`src/rtl/rcpu_dbg_pkg.sv`:
```
// Shared types and sizing helpers for the RCPU board debug monitor.
package rcpu_dbg_pkg;

  typedef enum logic [1:0] {
    IDLE = 2'd0,
    STEP = 2'd1,
    RUN  = 2'd2,
    HALT = 2'd3
  } dbg_state_e;

  localparam int unsigned DEF_DATA_W = 32;
  localparam int unsigned DEF_LED_W  = 8;
  localparam int unsigned PAGE_N     = DEF_DATA_W / DEF_LED_W;
  localparam int unsigned PAGE_W     = (PAGE_N > 1) ? $clog2(PAGE_N) : 1;

  // Number of LED-wide pages in a data word.
  function automatic int unsigned page_n(input int unsigned data_w, input int unsigned led_w);
    return data_w / led_w;
  endfunction

  // Page index width, never narrower than one bit.
  function automatic int unsigned page_w(input int unsigned data_w, input int unsigned led_w);
    int unsigned n;
    n = data_w / led_w;
    return (n > 1) ? $clog2(n) : 1;
  endfunction

endpackage

```
`src/rtl/btn_debounce.sv`:
```
// Two-flop synchroniser, stable-run debouncer and one-cycle rise strobe for a raw button.
module btn_debounce #(
  parameter int unsigned DEBOUNCE_CYCLES = 4
) (
  input  logic clk,
  input  logic rst,
  input  logic btn,
  output logic rise
);

  localparam int unsigned CW = (DEBOUNCE_CYCLES > 1) ? $clog2(DEBOUNCE_CYCLES) : 1;

  logic          sync1;
  logic          sync2;
  logic          level;
  logic          level_q;
  logic [CW-1:0] cnt;

  // Level only flips after DEBOUNCE_CYCLES consecutive disagreeing samples.
  always_ff @(posedge clk) begin
    if (rst) begin
      sync1   <= 1'b0;
      sync2   <= 1'b0;
      level   <= 1'b0;
      level_q <= 1'b0;
      rise    <= 1'b0;
      cnt     <= '0;
    end else begin
      sync1   <= btn;
      sync2   <= sync1;
      level_q <= level;
      rise    <= level & ~level_q;
      if (sync2 != level) begin
        if (cnt == CW'(DEBOUNCE_CYCLES - 1)) begin
          level <= sync2;
          cnt   <= '0;
        end else begin
          cnt <= cnt + CW'(1);
        end
      end else begin
        cnt <= '0;
      end
    end
  end

endmodule

```
`src/rtl/cpu_debug_monitor.sv`:
```
// Board debug front end: single-step / free-run CPU enable, channel snapshot and LED paging.
// Optional breakpoint halt is built when RCPU_DBG_BREAKPOINT_EN is defined.
module cpu_debug_monitor
  import rcpu_dbg_pkg::*;
#(
  parameter int unsigned DATA_W          = 32,
  parameter int unsigned NUM_CH          = 8,
  parameter int unsigned LED_W           = 8,
  parameter int unsigned DEBOUNCE_CYCLES = 4,
  parameter int unsigned CNT_W           = 16
) (
  input  logic                                clk,
  input  logic                                rst,
  input  logic                                step_btn,
  input  logic                                page_btn,
  input  logic                                run_mode,
  input  logic [$clog2(NUM_CH)-1:0]           SW,
  input  logic [NUM_CH*DATA_W-1:0]            ch_data,
  output logic [LED_W-1:0]                    LED,
  output logic                                cpu_en,
  output logic [CNT_W-1:0]                    step_count,
  output logic [page_w(DATA_W, LED_W)-1:0]    page
`ifdef RCPU_DBG_BREAKPOINT_EN
  ,
  input  logic [DATA_W-1:0]                   bp_addr,
  input  logic                                bp_valid,
  output logic                                halted
`endif
);

  localparam int unsigned NPG  = page_n(DATA_W, LED_W);
  localparam int unsigned PGW  = page_w(DATA_W, LED_W);
  localparam int unsigned CH_W = $clog2(NUM_CH);

  dbg_state_e        state;
  dbg_state_e        state_nxt;
  logic              cpu_en_d;
  logic              step_rise;
  logic              page_rise;
  logic              run_s1;
  logic              run_s2;
  logic [CH_W-1:0]   sw_q;
  logic              sw_chg;
  logic              snap_load;
  logic [DATA_W-1:0] snapshot;
  logic [DATA_W-1:0] ch_sel;
  logic [LED_W-1:0]  led_d;
`ifdef RCPU_DBG_BREAKPOINT_EN
  logic              bp_hit;
  logic              halted_d;
  logic              halt_entry;
`endif

  btn_debounce #(.DEBOUNCE_CYCLES(DEBOUNCE_CYCLES)) u_step_db (
    .clk  (clk),
    .rst  (rst),
    .btn  (step_btn),
    .rise (step_rise)
  );

  btn_debounce #(.DEBOUNCE_CYCLES(DEBOUNCE_CYCLES)) u_page_db (
    .clk  (clk),
    .rst  (rst),
    .btn  (page_btn),
    .rise (page_rise)
  );

`ifdef RCPU_DBG_BREAKPOINT_EN
  assign bp_hit = bp_valid && (ch_data[DATA_W-1:0] == bp_addr);
`endif

  // State register.
  always_ff @(posedge clk) begin
    if (rst) begin
      state <= IDLE;
    end else begin
      state <= state_nxt;
    end
  end

  // Next state: run_mode wins over a coincident step rise.
  always_comb begin
    state_nxt = state;
    case (state)
      IDLE: begin
        if (run_s2) begin
          state_nxt = RUN;
        end else if (step_rise) begin
          state_nxt = STEP;
        end
      end
      STEP: state_nxt = IDLE;
      RUN: begin
        if (!run_s2) begin
          state_nxt = IDLE;
`ifdef RCPU_DBG_BREAKPOINT_EN
        end else if (bp_hit) begin
          state_nxt = HALT;
`endif
        end
      end
`ifdef RCPU_DBG_BREAKPOINT_EN
      HALT: begin
        if (!run_s2) begin
          state_nxt = IDLE;
        end
      end
`endif
      default: state_nxt = IDLE;
    endcase
  end

  // Output decode from the next state so registered outputs line up with the state.
  always_comb begin
    cpu_en_d   = (state_nxt == STEP) || (state_nxt == RUN);
`ifdef RCPU_DBG_BREAKPOINT_EN
    halted_d   = (state_nxt == HALT);
    halt_entry = (state_nxt == HALT) && (state != HALT);
`endif
  end

  always_ff @(posedge clk) begin
    if (rst) begin
      cpu_en <= 1'b0;
`ifdef RCPU_DBG_BREAKPOINT_EN
      halted <= 1'b0;
`endif
    end else begin
      cpu_en <= cpu_en_d;
`ifdef RCPU_DBG_BREAKPOINT_EN
      halted <= halted_d;
`endif
    end
  end

  // Channel select mux.
  always_comb begin
    ch_sel = '0;
    for (int unsigned k = 0; k < NUM_CH; k++) begin
      if (SW == CH_W'(k)) begin
        ch_sel = ch_data[k*DATA_W +: DATA_W];
      end
    end
  end

  // LED page mux over the captured snapshot.
  always_comb begin
    led_d = '0;
    for (int unsigned p = 0; p < NPG; p++) begin
      if (page == PGW'(p)) begin
        led_d = snapshot[p*LED_W +: LED_W];
      end
    end
  end

  assign sw_chg = (SW != sw_q);
`ifdef RCPU_DBG_BREAKPOINT_EN
  assign snap_load = cpu_en | sw_chg | halt_entry;
`else
  assign snap_load = cpu_en | sw_chg;
`endif

  // Run-mode sync, step counter, snapshot, paging and LED register.
  always_ff @(posedge clk) begin
    if (rst) begin
      run_s1     <= 1'b0;
      run_s2     <= 1'b0;
      sw_q       <= '0;
      step_count <= '0;
      snapshot   <= '0;
      page       <= '0;
      LED        <= '0;
    end else begin
      run_s1 <= run_mode;
      run_s2 <= run_s1;
      sw_q   <= SW;
      if (cpu_en && (step_count != '1)) begin
        step_count <= step_count + CNT_W'(1);
      end
      if (snap_load) begin
        snapshot <= ch_sel;
      end
      if (sw_chg) begin
        page <= '0;
      end else if (page_rise) begin
        if (page == PGW'(NPG - 1)) begin
          page <= '0;
        end else begin
          page <= page + PGW'(1);
        end
      end
      LED <= led_d;
    end
  end

endmodule

```
`config.mk`:
```
export PLATFORM = sky130hd
export DESIGN_NAME = cpu_debug_monitor
export DESIGN_NICKNAME = d
export VERILOG_FILES = /design/src/rtl/rcpu_dbg_pkg.sv /design/src/rtl/btn_debounce.sv /design/src/rtl/cpu_debug_monitor.sv
export SDC_FILE = /design/constraint.sdc
export NUM_CORES = 1
export LEC_CHECK = 0
export BUFFER_PORTS_ARGS = -buffer_cell sky130_fd_sc_hd__buf_2
export CAP_MARGIN = 20
export CORE_AREA = 2 2 114 116
export DETAILED_ROUTE_END_ITERATION = 12
export DIE_AREA = 0 0 116 118
export PLACE_DENSITY = 0.78
export SLEW_MARGIN = 15
export SYNTH_ARGS = -nofsm -noshare
export SYNTH_HDL_FRONTEND = slang
export SYNTH_SLANG_ARGS = --single-unit
```
`constraint.sdc`:
```
create_clock -name clk -period 4.2 [get_ports clk]
set_clock_uncertainty 0.05 [all_clocks]
set_input_delay 0.42 -clock clk [delete_from_list [all_inputs] [get_ports clk]]
set_output_delay 0.42 -clock clk [all_outputs]
set_load 0.05 [all_outputs]
```
==> results_dict.tcl, run 1 <==
set metrics [dict create \
    dpl_cell_area_um2 6770 \
    cp-end-kind "register" \
    tns_ns 0 \
    ir_drop_mv 0.212 \
    p_leak_nw 3.41 \
    period_minus_slack_ns 2.28 \
    core.rowCount 41 \
    timing.rr.start "page[0]$_SDFFE_PP0P_" \
    ys_top_cells_by_area "dfxtp_1, mux2i_1, o22ai_1" \
    final_antenna_net_count 0 \
    min_path_cells 2 \
    r2r_setup_slack_ns 2.29 \
    outcome "completed" \
    antenna_found_initial 1 \
    cts_hold_buffers 0 \
    vias 5622 \
    crit_slowest_cell "nand2_1" \
    cts_root_buf "clkbuf_16" \
    total_power_mw 2.17 \
    cp-start-kind "input pin" \
    h-tree-depth 3 \
    synth_cells 641 \
    n_antenna_cell 0 \
    clk_path_buf_depth 2 \
    cts_setup_buffers 0 \
    path_cells "buf_4 -> nand2_1 -> o22ai_1 -> a21oi_1 -> a211oi_2" \
    wl_met2_um 8330 \
    start_util 0.432 \
    top_layer "met5" \
    cts_made_buffers 9 \
    first_pass_iters 4 \
    p_per_area_nw_per_um2 304 \
    grt_pass1_vias 5253 \
    io_pins 291 \
    rsz0062_at_grt "false" \
    viasPerCell 5.27 \
    wl_um 17000 \
    nets 1163 \
    die_w_um 116 \
    yosysTopAreaCell "dfxtp_1" \
    synthArstFlopShare 0 \
    io_buffers 290 \
    synth-edff-count 0 \
    wl_met1_um 6990 \
    max_freq_mhz 439 \
    path_max_fanout 61 \
    grt_pass1_wl_um 25800 \
    insertion_delay_ns 0.32 \
    worst_pin_slew_ns 0.912 \
    drv_slew 0 \
    syn_nets 912 \
    syn2layout_area_growth_pct 33.4 \
    postSynthAreaPerCell_um2 8.36 \
    first_iter_violations 284 \
    grtUsageTotal 0.238 \
    reg2reg_depth 6 \
    ys_seq_elements 80 \
    maxCapViolations 0 \
    synth_common_cells "mux2i_1, nor2_1, dfxtp_1, o22ai_1, a21oi_1" \
    die_y_um 118 \
    synth_top_area_frac 0.299 \
    critical_path_class "input pin to register" \
    worst_path_largest_cell_delay_ns 0.69 \
    cts.repair.resized 0 \
    synth_seq_area_share 0.299 \
    slew_headroom 0.391 \
    design_area_um2 7150 \
    synth_cell_types 42 \
    hold_path.class "input pin to register" \
    path_clk_slew_ns 0.06 \
    cp_top_family "compound AO/OA/AOI/OAI gates" \
    fin_crit_sh 0.543 \
    hpwlAfterDp_um 13400 \
    hold_viol 0 \
    met3_wirelength_um 1300 \
    yosysMostFrequentCell "mux2i_1" \
    arrival_ns 2.47 \
    worstReg2RegEnd "LED[7]$_SDFF_PP0_" \
    wl_per_cell_um 16.0 \
    grt_overflow 0 \
    hp-start "step_btn" \
    netlist_area_um2 5360 \
    drc 0 \
    core_area_um2 12400 \
    dieArea_um2 13700 \
    yosys_warnings 0 \
    cts_sinks 80 \
    required_ns 4.39 \
    cp_num_buf_inv 1 \
    place_congestion 0.824 \
    setup_violations 0 \
    cts_tree "done" \
    grt_max_degree 62 \
    drive_above_1_share 0.380 \
    min_to "u_step_db.sync1$_SDFF_PP0_" \
    synthFlopType "dfxtp_1" \
]
through the flow:
stage / setup WS, ns / utilization / hold slack [ns] / std cells
after floorplan: 2.09 / - / 0.317 / 641
after global placement: 1.56 / 0.546 / 0.322 / 1050
after detailed placement: 1.52 / 0.546 / 0.328 / 1050
after CTS: 1.86 / 0.572 / 0.266 / 1064
after global routing: 1.75 / 0.576 / 0.282 / 1067
final: 1.92 / 0.576 / 0.273 / 1067
where the power goes:
group	total [mW]	internal [mW]	leakage, nW	switching (mW)
registers	0.831	0.805	0.656	0.0256
clock network	0.856	0.573	0.158	0.283
logic	0.483	0.236	2.60	0.248
routing by layer:
layer / track usage / vias up
li1: - / 2825
met1: 0.288 / 2537
met3: 0.0515 / 32
met2: 0.415 / 226
met5: 0 / -
met4: 0.0737 / 2
worst reg2reg max path, stage by stage, from the launching register on:
cell and delay (ns):
dfxtp_1 0.41, ha_1 0.49, nor2b_1 0.10, a221oi_1 0.42, nor3_1 0.10, a21oi_1 0.15
nor2_1 0.05
logic make-up after synthesis:
group,count (synthesis),synth area share
compound gates,165,0.217
flops,80,0.299
simple gates,218,0.209
xor+xnor,15,0.0245
buf+inv,61,0.0558
fa+ha+maj,7,0.0163
mux,95,0.179
sequential cells by signal, summed over array words and instances, names as in the netlist, 2 cells and up:
register,count
u_page_db.cnt,2
sw_q,3
u_step_db.cnt,2
state,2
LED,8
page,2
step_count,16
snapshot,32
cell usage in the layout (no fill, tap or decap), drive strengths merged, types with 10 or more instances in the layout:
cell,synthesis,final
nor3,15,15
a21oi,43,43
mux2i,90,90
clkbuf,26,10
nor2b,40,40
nand2b,35,35
nand2,11,11
buf,30,296
a211oi,30,30
o211ai,10,10
nor2,85,85
dfxtp,80,80
nand3,10,10
o22ai,54,54
worst max-delay path by stage:
stage	startpoint	end	slack, ns	cells past startpoint
after detailed placement	SW[2]	snapshot[31]$_SDFFE_PP0P_	1.52	5
final	SW[2]	snapshot[18]$_SDFFE_PP0P_	1.92	5
after CTS	SW[2]	snapshot[31]$_SDFFE_PP0P_	1.86	5
after global routing	SW[2]	snapshot[18]$_SDFFE_PP0P_	1.75	5
after global placement	SW[2]	snapshot[31]$_SDFFE_PP0P_	1.56	5
after floorplan	step_count[0]$_SDFFE_PP0P_	step_count[1]$_SDFFE_PP0P_	2.09	6
final cells by class:
| class | instances | area [um2] |
|---|---|---|
| fillers | 1195 | 5270 |
| multi-input cells | 500 | 3460 |
| clock inverters | 4 | 95.1 |
| inverters | 5 | 18.8 |
| clock buffers | 10 | 229 |
| flip-flops and latches | 80 | 1600 |
| well taps | 172 | 215 |
| repair buffers | 296 | 1530 |
Power figures use the tool's default switching activity.
==> run 2, diff against run 1 <==
--- a/config.mk
+++ b/config.mk
@@ -5,12 +5,13 @@
 export SDC_FILE = /design/constraint.sdc
 export NUM_CORES = 1
 export LEC_CHECK = 0
+export ABC_AREA = 1
 export BUFFER_PORTS_ARGS = -buffer_cell sky130_fd_sc_hd__buf_2
 export CAP_MARGIN = 20
 export CORE_AREA = 2 2 114 116
 export DETAILED_ROUTE_END_ITERATION = 12
 export DIE_AREA = 0 0 116 118
-export PLACE_DENSITY = 0.78
+export PLACE_DENSITY = 0.76
 export SLEW_MARGIN = 15
 export SYNTH_ARGS = -nofsm -noshare
 export SYNTH_HDL_FRONTEND = slang
==> constraint.sdc (replaced) <==
create_clock -name clk -period 2.23 [get_ports clk]
set_clock_uncertainty 0.05 [all_clocks]
set_input_delay 0.223 -clock clk [delete_from_list [all_inputs] [get_ports clk]]
set_output_delay 0.223 -clock clk [all_outputs]
set_load 0.05 [all_outputs]
==> run 2 against run 1 <==
Net effect:
- register-to-register slack got worse by 2.0 ns
- critical endpoint is now step_count[2]$_SDFFE_PP0P_
- sequential power increased by 88%
- synthesized cell count increased by 37%
- total power increased by 76%
- flip-flop and latch count unchanged
- worst setup slack got worse by 1.6 ns
- critical path type is now register to register
- largest power group is now sequential cells
- highest routed layer is now met4
==> results_dict.tcl, run 2 <==
set metrics [dict create \
    outcome "completed" \
    p_clk_frac 0.386 \
    fin_crit_sh 0.851 \
    die_w_um 116 \
    arrival_ns 2.11 \
    netSwitchingFraction 0.276 \
    period_minus_slack_ns 1.90 \
    h-tree-depth 3 \
    clk_path_buf_depth 2 \
    largestRegisters "snapshot (32), step_count (16), LED (8)" \
    path_max_fanout 13 \
    worst_path_largest_cell_delay_ns 0.39 \
    synthArstFlopShare 0 \
    maxCapViolations 0 \
    vias 6469 \
    grt_overflow 0 \
    grt_max_degree 47 \
    grt_pass1_wl_um 28600 \
    internal_power_mw 2.77 \
    core_area_um2 12400 \
    antenna_found_initial 0 \
    synth_cell_types 29 \
    nets 1426 \
    top_register "snapshot" \
    critical_path_class "register to register" \
    syn_nets 1152 \
    cts_hold_buffers 0 \
    r2r_setup_slack_ns 0.33 \
    required_ns 2.44 \
    synth_seq_area_share 0.309 \
    cp-end-kind "register" \
    synth_top_area_frac 0.309 \
    largest_register_ffs 32 \
    hpwlAfterDp_um 14100 \
    die_y_um 118 \
    final_antenna_net_count 0 \
    cp-start-kind "register" \
    p_switching_mw 1.06 \
    yosys_warnings 0 \
    layout_commonest_cell "nand2_1" \
    io_pins 291 \
    slew_headroom 0.656 \
    grtUsageTotal 0.258 \
    start_util 0.418 \
    syn2layout_area_growth_pct 37.1 \
    cts_made_buffers 9 \
    netlist_area_um2 5190 \
    core.rowCount 41 \
    cts.repair.resized 0 \
    first_iter_violations 480 \
    p_seq_frac 0.409 \
    p_per_area_nw_per_um2 538 \
    dieArea_um2 13700 \
    yosysMostFrequentCell "nand2_1" \
    synth-edff-count 0 \
    n_antenna_cell 0 \
    synthFlopType "dfxtp_1" \
    place_congestion 0.920 \
    hold_viol 0 \
    post-place-ws_ns 0.386 \
    crit_slowest_cell "dfxtp_1" \
    postSynthAreaPerCell_um2 5.89 \
    grt_pass1_vias 6229 \
    wl_per_cell_um 13.2 \
    hold_path.class "input pin to register" \
    final_cell_mix "nand2_1, buf_2, nor2_1, dfxtp_1, inv_1" \
    timing.critical_path.mode_cell "nand3_1" \
    first_pass_iters 5 \
    ir_drop_mv 0.348 \
    rsz0062_at_grt "false" \
    tns_ns 0 \
    drc 0 \
    path_clk_slew_ns 0.06 \
    io_buffers 290 \
    wl_um 17600 \
    setup_violations 0 \
    combPwrFrac 0.205 \
    cts_root_buf "clkbuf_16" \
    synth_cells 881 \
    cts_sinks 80 \
    p_leak_nw 3.64 \
    cts_setup_buffers 0 \
    ys_seq_elements 80 \
    ys_top_cells_by_area "dfxtp_1, nand2_1, nor2_1" \
    worst_pin_slew_ns 0.517 \
    hold_slack_ns 0.0579 \
    max_freq_mhz 527 \
    synth_common_cells "nand2_1, nor2_1, dfxtp_1, inv_1, nand3_1" \
    drv_slew 0 \
    yosysTopAreaCell "dfxtp_1" \
    setup_slack_ns 0.333 \
    cts_tree "done" \
    viasPerCell 4.86 \
    path_cells "ha_1 -> nand3_1 -> nor2_1 -> nand3_1 -> nand2_1 -> inv_1 -> nand3_1 -> nand2_1 -> a21oi_1" \
    insertion_delay_ns 0.33 \
    drive_above_1_share 0.291 \
]
==> run 2: area by class of cell <==
class / count / area [um2]
inverter: 72 / 270
fill: 1304 / 5300
timing repair buffer: 310 / 1630
sequential: 80 / 1600
tap: 172 / 215
clock inverter: 5 / 63.8
clock buffer: 11 / 243
multi-input combinational: 682 / 3090
==> run 2: power by group through the flow <==
| stage | clock network [mW] | logic, mW | registers, mW |
|---|---|---|---|
| after floorplan | 0 | 0.388 | 1.62 |
| after global placement | 0 | 0.781 | 1.60 |
| after detailed placement | 0 | 0.788 | 1.59 |
| after CTS | 1.50 | 0.791 | 1.56 |
| after global routing | 1.59 | 0.893 | 1.57 |
| final | 1.48 | 0.786 | 1.56 |
==> run 2: critical path, delay by kind of cell, from the launching register on <==
family,cells,cell delay [ns]
AO/OA/AOI/OAI,1,0.12
adder cells (fa/ha/maj),1,0.23
buffers and inverters,1,0.24
flip-flops,1,0.39
AND/OR/NAND/NOR,6,0.81
==> run 2: logic make-up after synthesis <==
logic type	Yosys count	synth area share
AO/OA/AOI/OAI	96	0.0941
flip-flops	80	0.309
adder cells (fa/ha/maj)	7	0.0169
AND/OR/NAND/NOR	566	0.459
XOR/XNOR	13	0.0219
buffers and inverters	119	0.0991
==> run 2: per-stage QoR <==
| step | util | total power [mW] | area (um2) | std cells |
|---|---|---|---|---|
| floorplan | - | 2.01 | 5190 | 881 |
| global placement | 0.548 | 2.38 | 6800 | 1316 |
| detailed placement | 0.548 | 2.38 | 6800 | 1316 |
| CTS | 0.573 | 3.86 | 7110 | 1332 |
| global route | 0.573 | 4.05 | 7110 | 1332 |
| finish | 0.573 | 3.83 | 7110 | 1332 |
==> run 2: final timing paths <==
check	from	to	cells past startpoint
setup reg to reg	step_count[1]$_SDFFE_PP0P_	step_count[2]$_SDFFE_PP0P_	9
setup / recovery	step_count[1]$_SDFFE_PP0P_	step_count[2]$_SDFFE_PP0P_	9
hold reg to reg	u_step_db.level_q$_SDFF_PP0_	u_step_db.rise$_SDFF_PP0_	1
hold / removal	run_mode	run_s1$_SDFF_PP0_	3
==> run 2: layer usage <==
layer | track usage | share of wire
met1 | 0.338 | 0.43
met2 | 0.419 | 0.46
met3 | 0.0484 | 0.081
met4 | 0.0923 | 0.025
met5 | 0 | 0
